===== config.mk =====
export PLATFORM = sky130hd
export DESIGN_NAME = reg_file_mp
export DESIGN_NICKNAME = d
export VERILOG_FILES = /design/src/rtl/rf_pkg.sv /design/src/rtl/rf_sweep_ctl.sv /design/src/rtl/reg_file_mp.sv
export SDC_FILE = /design/constraint.sdc
export NUM_CORES = 1
export LEC_CHECK = 0
export ABC_AREA = 0
export CORE_AREA = 2 2 76 151
export DETAILED_ROUTE_END_ITERATION = 12
export DIE_AREA = 0 0 78 153
export PLACE_DENSITY = 0.75
export SKIP_CTS_REPAIR_TIMING = 1
export SYNTH_ARGS = -nofsm -noshare
export SYNTH_HDL_FRONTEND = slang
export SYNTH_HIERARCHICAL = 1
export SYNTH_SLANG_ARGS = --single-unit

===== constraint.sdc =====
create_clock -name Clk -period 2.4 [get_ports Clk]
set_input_delay 0.48 -clock Clk [delete_from_list [all_inputs] [get_ports Clk]]
set_output_delay 0.48 -clock Clk [all_outputs]
set_load 0.01 [all_outputs]

===== src/rtl/rf_pkg.sv =====
// rtl/rf_pkg.sv - shared types and defaults for the multi-port register file
package rf_pkg;
    localparam int RF_W = 8;
    localparam int RF_D = 3;

    localparam logic [RF_W-1:0] RF_PRELOAD [2**RF_D] =
        '{8'd0, 8'd0, 8'd0, 8'd0, 8'd64, 8'd54, 8'd62, 8'd63};

    typedef enum logic {SWEEP, RUN} rf_state_t;
endpackage


===== src/rtl/rf_sweep_ctl.sv =====
// rtl/rf_sweep_ctl.sv - preload sweep sequencer: walks every address once, then runs
module rf_sweep_ctl
    import rf_pkg::*;
#(
    parameter int D = RF_D
) (
    input  logic         clk,
    input  logic         rst_n,
    input  logic         init,
    output logic         ready,
    output logic         sweep_we,
    output logic [D-1:0] sweep_addr
);
    localparam logic [D:0] LAST = {1'b0, {D{1'b1}}};

    rf_state_t  state, state_nxt;
    logic [D:0] ptr, ptr_nxt;

    always_ff @(posedge clk or negedge rst_n) begin
        if (!rst_n) begin
            state <= SWEEP;
            ptr   <= '0;
        end else begin
            state <= state_nxt;
            ptr   <= ptr_nxt;
        end
    end

    always_comb begin
        state_nxt = state;
        ptr_nxt   = ptr;
        ready     = 1'b0;
        sweep_we  = 1'b0;
        case (state)
            SWEEP: begin
                sweep_we = 1'b1;
                ptr_nxt  = ptr + 1'b1;
                if (ptr == LAST) state_nxt = RUN;
            end
            RUN: begin
                ready = 1'b1;
                if (init) begin
                    state_nxt = SWEEP;
                    ptr_nxt   = '0;
                end
            end
            default: state_nxt = SWEEP;
        endcase
    end

    assign sweep_addr = ptr[D-1:0];
endmodule


===== src/rtl/reg_file_mp.sv =====
// rtl/reg_file_mp.sv - multi-port register file with prioritised writes, pending scoreboard
// and write-through bypass
module reg_file_mp
    import rf_pkg::*;
#(
    parameter int         W       = RF_W,
    parameter int         D       = RF_D,
    parameter int         NRD     = 2,
    parameter bit         BYPASS  = 1'b1,
    parameter logic [W-1:0] PRELOAD [2**D] = RF_PRELOAD
) (
    input  logic                  Clk,
    input  logic                  ResetN,
    input  logic                  Init,
    input  logic                  WEnA,
    input  logic                  WEnB,
    input  logic [D-1:0]          WAddrA,
    input  logic [D-1:0]          WAddrB,
    input  logic [W-1:0]          WDataA,
    input  logic [W-1:0]          WDataB,
    input  logic                  ResvEn,
    input  logic [D-1:0]          ResvAddr,
    input  logic [NRD-1:0][D-1:0] RAddr,
    output logic [NRD-1:0][W-1:0] RData,
    output logic [NRD-1:0]        RPend,
    output logic                  Ready,
    output logic                  DropErr
);
    localparam int N = 2**D;

    logic [W-1:0] regs [N];
    logic [N-1:0] pend;
    logic         sweep_we;
    logic [D-1:0] sweep_addr;
    logic         wr_a, wr_b, resv;

    rf_sweep_ctl #(.D(D)) u_sweep (
        .clk        (Clk),
        .rst_n      (ResetN),
        .init       (Init),
        .ready      (Ready),
        .sweep_we   (sweep_we),
        .sweep_addr (sweep_addr)
    );

    // Port B loses silently when both ports hit the same address.
    assign wr_a = WEnA & Ready;
    assign wr_b = WEnB & Ready & ~(WEnA && (WAddrB == WAddrA));
    assign resv = ResvEn & Ready;

    always_ff @(posedge Clk or negedge ResetN) begin
        if (!ResetN) begin
            for (int i = 0; i < N; i++) regs[i] <= '0;
            pend    <= '0;
            DropErr <= 1'b0;
        end else begin
            DropErr <= ~Ready & (WEnA | WEnB | ResvEn);
            if (sweep_we) begin
                regs[sweep_addr] <= PRELOAD[sweep_addr];
                pend[sweep_addr] <= 1'b0;
            end
            if (wr_b) begin
                regs[WAddrB] <= WDataB;
                pend[WAddrB] <= 1'b0;
            end
            if (wr_a) begin
                regs[WAddrA] <= WDataA;
                pend[WAddrA] <= 1'b0;
            end
            // Reservation is applied last so it wins over a same-cycle write.
            if (resv) pend[ResvAddr] <= 1'b1;
        end
    end

    always_comb begin
        for (int i = 0; i < NRD; i++) begin
            RData[i] = regs[RAddr[i]];
            RPend[i] = pend[RAddr[i]];
            if (BYPASS) begin
                if (wr_a && (WAddrA == RAddr[i])) begin
                    RData[i] = WDataA;
                    RPend[i] = resv && (ResvAddr == RAddr[i]);
                end else if (wr_b && (WAddrB == RAddr[i])) begin
                    RData[i] = WDataB;
                    RPend[i] = resv && (ResvAddr == RAddr[i]);
                end
            end
        end
    end
endmodule


=== Word-level counts from Yosys, hierarchy flattened ===
Memories as Yosys holds them, arrays and structs flattened.
Index checks and enable logic that the tools add are counted.

* Flip-flop bits (word level): 78
* Memory bits (read-only): 64
* Bits of input ports: 37
* Memories: 1

* Add/subtract/negate cells: 1
* Order comparisons: 18
* Equality and inequality tests: 9
* Multiplexer cells: 50
* Bitwise gates (word level): 22
* Reductions and logical operators: 14

{| class="wikitable"
|+ Memories
! name !! words !! width !! rd ports !! clocked after memory_dff !! wr ports !! line !! source
|-
| (no name shown) || 8 || 8 || 1 || 0 || 0 || reg_file_mp.sv:59 || <nowiki>regs[sweep_addr] <= PRELOAD[sweep_addr];</nowiki>
|}

{| class="wikitable"
|+ Operators by type and width
! cell !! count
|-
| 64-bit bitwise mux || 3
|-
| 64-bit 2-to-1 mux || 3
|-
| 8-bit 2-to-1 mux || 17
|-
| 8-bit demux with 3-bit select || 3
|-
| 8-bit binary-select mux with 3-bit select || 2
|-
| 8-bit bitwise AND || 3
|-
| 3-bit by 4-bit less-than comparator with 1-bit output (second input constant) || 6
|-
| 8-bit inverter || 3
|-
| 3-bit == test || 7
|-
| 4-bit >= comparator (second input constant) || 5
|-
| 3-bit inverter with 4-bit output || 5
|-
| 1-bit logical AND || 14
|-
| 1-bit 2-to-1 mux || 13
|-
| 1-bit demux with 3-bit select || 4
|-
| 3-bit by 1-bit >= comparator with 1-bit output (second input constant) || 4
|-
| 4-bit by 1-bit less-than comparator with 1-bit output (second input constant) || 3
|-
| 8-bit bitwise OR || 1
|-
| 4-bit one-hot mux with 2 select lines || 1
|-
| 1-bit binary-select mux with 3-bit select || 2
|-
| 1-bit bitwise AND || 5
|-
| 4-bit by 1-bit adder with 4-bit output (second input constant) || 1
|-
| 4-bit by 3-bit == test with 1-bit output (second input constant) || 1
|-
| 4-bit 2-to-1 mux || 1
|-
| 1-bit inverter || 3
|-
| 3 further kinds || 4
|}

=== Logic depth before layout (Yosys ltp) ===
* Depth in word-level cells: 13
* Depth in mapped cells: 7
* Mapped depth without buffers: 5

=== Hierarchy ===
Netlist, hierarchy kept.

{| class="wikitable"
|+ Modules (own cells, without submodules)
! module !! times used !! cells an instance !! area each (um2)
|-
| reg_file_mp || 1 || 455 || 5,231.3
|-
| rf_sweep_ctl || 1 || 26 || 257.7
|}

=== Least setup slack after synthesis ===
OpenSTA, ideal clock, no wires.

* Path type: in2out
* Start point: in RAddr[4] (netlist bit)
* End point: out RData[10] (netlist bit)
* Data arrival time: 1.928 ns
* Slack: -0.008 ns
* Stages: 5
* Path buffers: 2
* Cell sequence: buf_2 -> buf_2 -> mux4_2 -> mux2_2 -> a221o_1

{| class="wikitable"
|+ RTL lines
! item !! line !! source
|-
| from (decl) || reg_file_mp.sv:23 || <nowiki>input logic [NRD-1:0][D-1:0] RAddr,</nowiki>
|-
| to (decl) || reg_file_mp.sv:24 || <nowiki>output logic [NRD-1:0][W-1:0] RData,</nowiki>
|}

==> key figures <==
Routing
  – Avg WL per Cell: 27.9 µm
  – Starting DRC count in detailed routing: 699
  – Post-DR vias/cell: 6.89
  – Drt first pass iters: 6
  – DR vias: roughly 5800
  – Residual DRC: 0
  – Final wirelength: 23.6 mm
  – DRT antenna net count: 0

Worst setup path
  – Critical path endpoint category: primary output
  – Crit-path max cell delay: approximately 0.50 ns
  – Worst reg2reg setup slack: 0.20 ns
  – Crit path max fanout: 7
  – Slowest cell on crit path: mux4_2
  – CP Launch Type: primary input
  – Crit-path cells: buf_8 -> buf_12 -> buf_6 -> mux4_2 -> mux2_4 -> a221o_1 -> buf_2
  – CP required: 1.92 ns
  – RR Endpoint: regs[56]$_DFF_PN0_
  – Reg2reg start: u_sweep/state$_DFF_PN0_
  – Setup CP Type: primary input to primary output
  – Worst r2r path cells: 7
  – Setup crit start: RAddr[1]
  – Critical path data arrival time: 2.09 ns

Timing
  – Fmax: around 0.39 GHz
  – Hold Fails Final Rpt: 0
  – Fin Setup TNS: -1.58 ns
  – Slew headroom: 36.9%
  – Final setup fails: 15
  – Final Critical Period: 2.57 ns
  – Setup slack after layout: -0.167 ns
  – RSZ-0062 raised after global routing: yes
  – Final Max Slew Viols: 0
  – Setup Skew: 0.00732 ns
  – Worst-Margin Slew: 0.945 ns
  – Period utilization: 107%

Global route
  – Number of global-route vias before repair: 5874
  – Largest net degree at the start of global routing: 45
  – First-pass GRT wire length: 33.2 mm
  – GRT Util Overall: a little under two fifths
  – Initial antenna violation count: 0
  – Grt total ovfl: 0

Die
  – Initial Util: 50.8%
  – Full die area: 11900 µm²
  – I/O Pins: 57
  – Row count: 54
  – Die extent in x: 78 µm
  – Die height: 153 µm
  – Placeable Area: approximately 11000 µm²

Synth
  – Number of synthesized flops with an enable pin: 0
  – Area share of the largest cell type after synthesis: 35.6%
  – Most common cell in the netlist: dfrtp_1
  – Synth cell count leaders: dfrtp_1 (78), a221o_1 (58), and2_1 (49), mux4_2 (36), nor2_1 (28)
  – Cell count after synthesis: 481
  – Syn nets: roughly 520
  – Synth area leaders: dfrtp_1 (36%), mux4_2 (15%), a221o_1 (11%)
  – Post-Synthesis Cell Area: 5490 µm²
  – YS warnings: 6
  – Top FF cell, synth: dfrtp_1
  – Flops & latches, synth: 78
  – Synth cell types: 50
  – Syn avg cell area: 11.4 µm²
  – Register area share after synthesis: 35.6%
  – FFs w/ async S/R, synth: 100%
  – Cell taking the most area after synthesis: dfrtp_1

Clocking
  – CTS Buffer Depth: 2
  – CTS tree: built
  – Insertion delay to the later sink of the worst-skew pair: around 0.35 ns
  – Clock-pin slew on the worst setup and hold paths: about 0.06 ns
  – Clock sinks: 78
  – H-Tree Depth: 3
  – CTS Buf Count: 9
  – Clock root buffer: clkbuf_16

Place
  – Placer Congestion: 1.04
  – PortBufs: 56
  – HPWL after DPL: 16.8 mm

Cells and area
  – Final nets: 738
  – Diodes inserted: 0
  – Area grow syn2layout: 49.0%
  – Share of cells above drive strength 1: between 40% and 50%

Run status
  – Violated checks: negative setup slack
  – Status: complete, but fails checks

Power and ir drop
  – Sw Ratio: between 30% and 40%
  – Combinational Power Share: a little under half
  – Peak supply drop: 0.000716 V
  – P_sw: 2.62 mW
  – P per Cell Area: 867 nW/µm²
  – Flop pwr share: 32.2%
  – Leakage: 3.67 nW
  – Total Power: 7.10 mW
  – Clock power share: 20.4%
  – Cell-internal power: 4.48 mW

Run
  – Max-Cap Viols: 0

Hold path
  – Hold Path Class: primary input to asynchronous set/reset pin
[power by group through the flow]
| stage | Sequential (mW) | Clock (mW) | Combinational, mW |
|---|---|---|---|
| after global routing | 2.31 | 1.50 | 3.51 |
| after floorplan | 2.10 | 0 | 1.73 |
| after global placement | 2.22 | 0 | 3.05 |
| after detailed placement | 2.26 | 0 | 3.13 |
| after CTS | 2.24 | 1.43 | 3.16 |
| final | 2.28 | 1.45 | 3.37 |
[cell usage in the layout (no fill, tap or decap), types with 4 or more instances in the layout]
cell type,count
mux2_2,5
o221a_2,15
nand2_1,15
buf_6,15
buf_4,165
xor2_1,10
or3_1,18
clkbuf_16,10
mux2_4,7
xor2_2,4
clkbuf_2,9
inv_1,12
nor2_1,28
clkdlybuf4s50_1,23
xnor2_1,6
buf_12,9
buf_8,8
a211oi_2,6
o21ai_0,5
a221o_1,58
nand2b_1,8
mux2i_1,4
buf_2,15
dfrtp_1,78
and2_1,47
nor3_1,10
mux4_2,36
[kinds of logic after synthesis]
family / Yosys count / synth area share, %
compound gates: 118 / 21.6
xor+xnor: 25 / 4.40
fa+ha+maj: 1 / 0.228
buf+inv: 54 / 4.38
flops: 78 / 35.6
mux: 56 / 18.7
simple gates: 149 / 15.2
[metrics by stage]
step	std cells	area [µm²]	util, %	setup slack (ns)	hold slack (ns)
4_1_cts	808	7580	70.1	-0.944	0.124
2_1_floorplan	481	5490	-	0.0161	0.184
3_5_place_dp	792	7280	67.3	-0.940	0.486
6_report	845	8180	75.7	-0.167	0.105
3_3_place_gp	792	7280	67.3	-0.951	0.479
5_1_grt	845	8180	75.7	-0.190	0.141
[flip-flops by register name (all words and copies together), names as in the netlist]
| signal | count |
|---|---|
| u_sweep/ptr | 4 |
| DropErr | 1 |
| regs | 64 |
| u_sweep/state | 1 |
| pend | 8 |
[critical path, delay by kind of cell]
| family | cells | cell delay, ns |
|---|---|---|
| compound gates | 1 | 0.33 |
| buf+inv | 4 | 0.47 |
| mux | 2 | 0.80 |
[metal layers]
metal	wire length (µm)	GRT usage [%]	up-vias
li1	-	-	2358
met1	7300	38.0	2830
met2	11900	64.4	478
met3	1840	7.20	154
met4	2520	34.9	0
met5	0	0	-
[area by class of cell]
type / count / area, µm²
Multi-Input combinational cell: 349 / 3570
Fill cell: 727 / 2630
Timing Repair Buffer: 249 / 2130
Sequential cell: 78 / 1950
Clock buffer: 9 / 225
Tap cell: 140 / 175
Clock inverter: 7 / 80.1
Inverter: 13 / 48.8
[how the worst max path moves through the flow]
stage,endpoint,slack [ns],cells after the start
finish,RData[6],-0.17,7
global route,RData[2],-0.19,8
CTS,RData[14],-0.94,8
detailed placement,RData[13],-0.94,8
global placement,RData[11],-0.95,8
floorplan,RData[4],0.02,5
(Power assumes the default switching activity.)
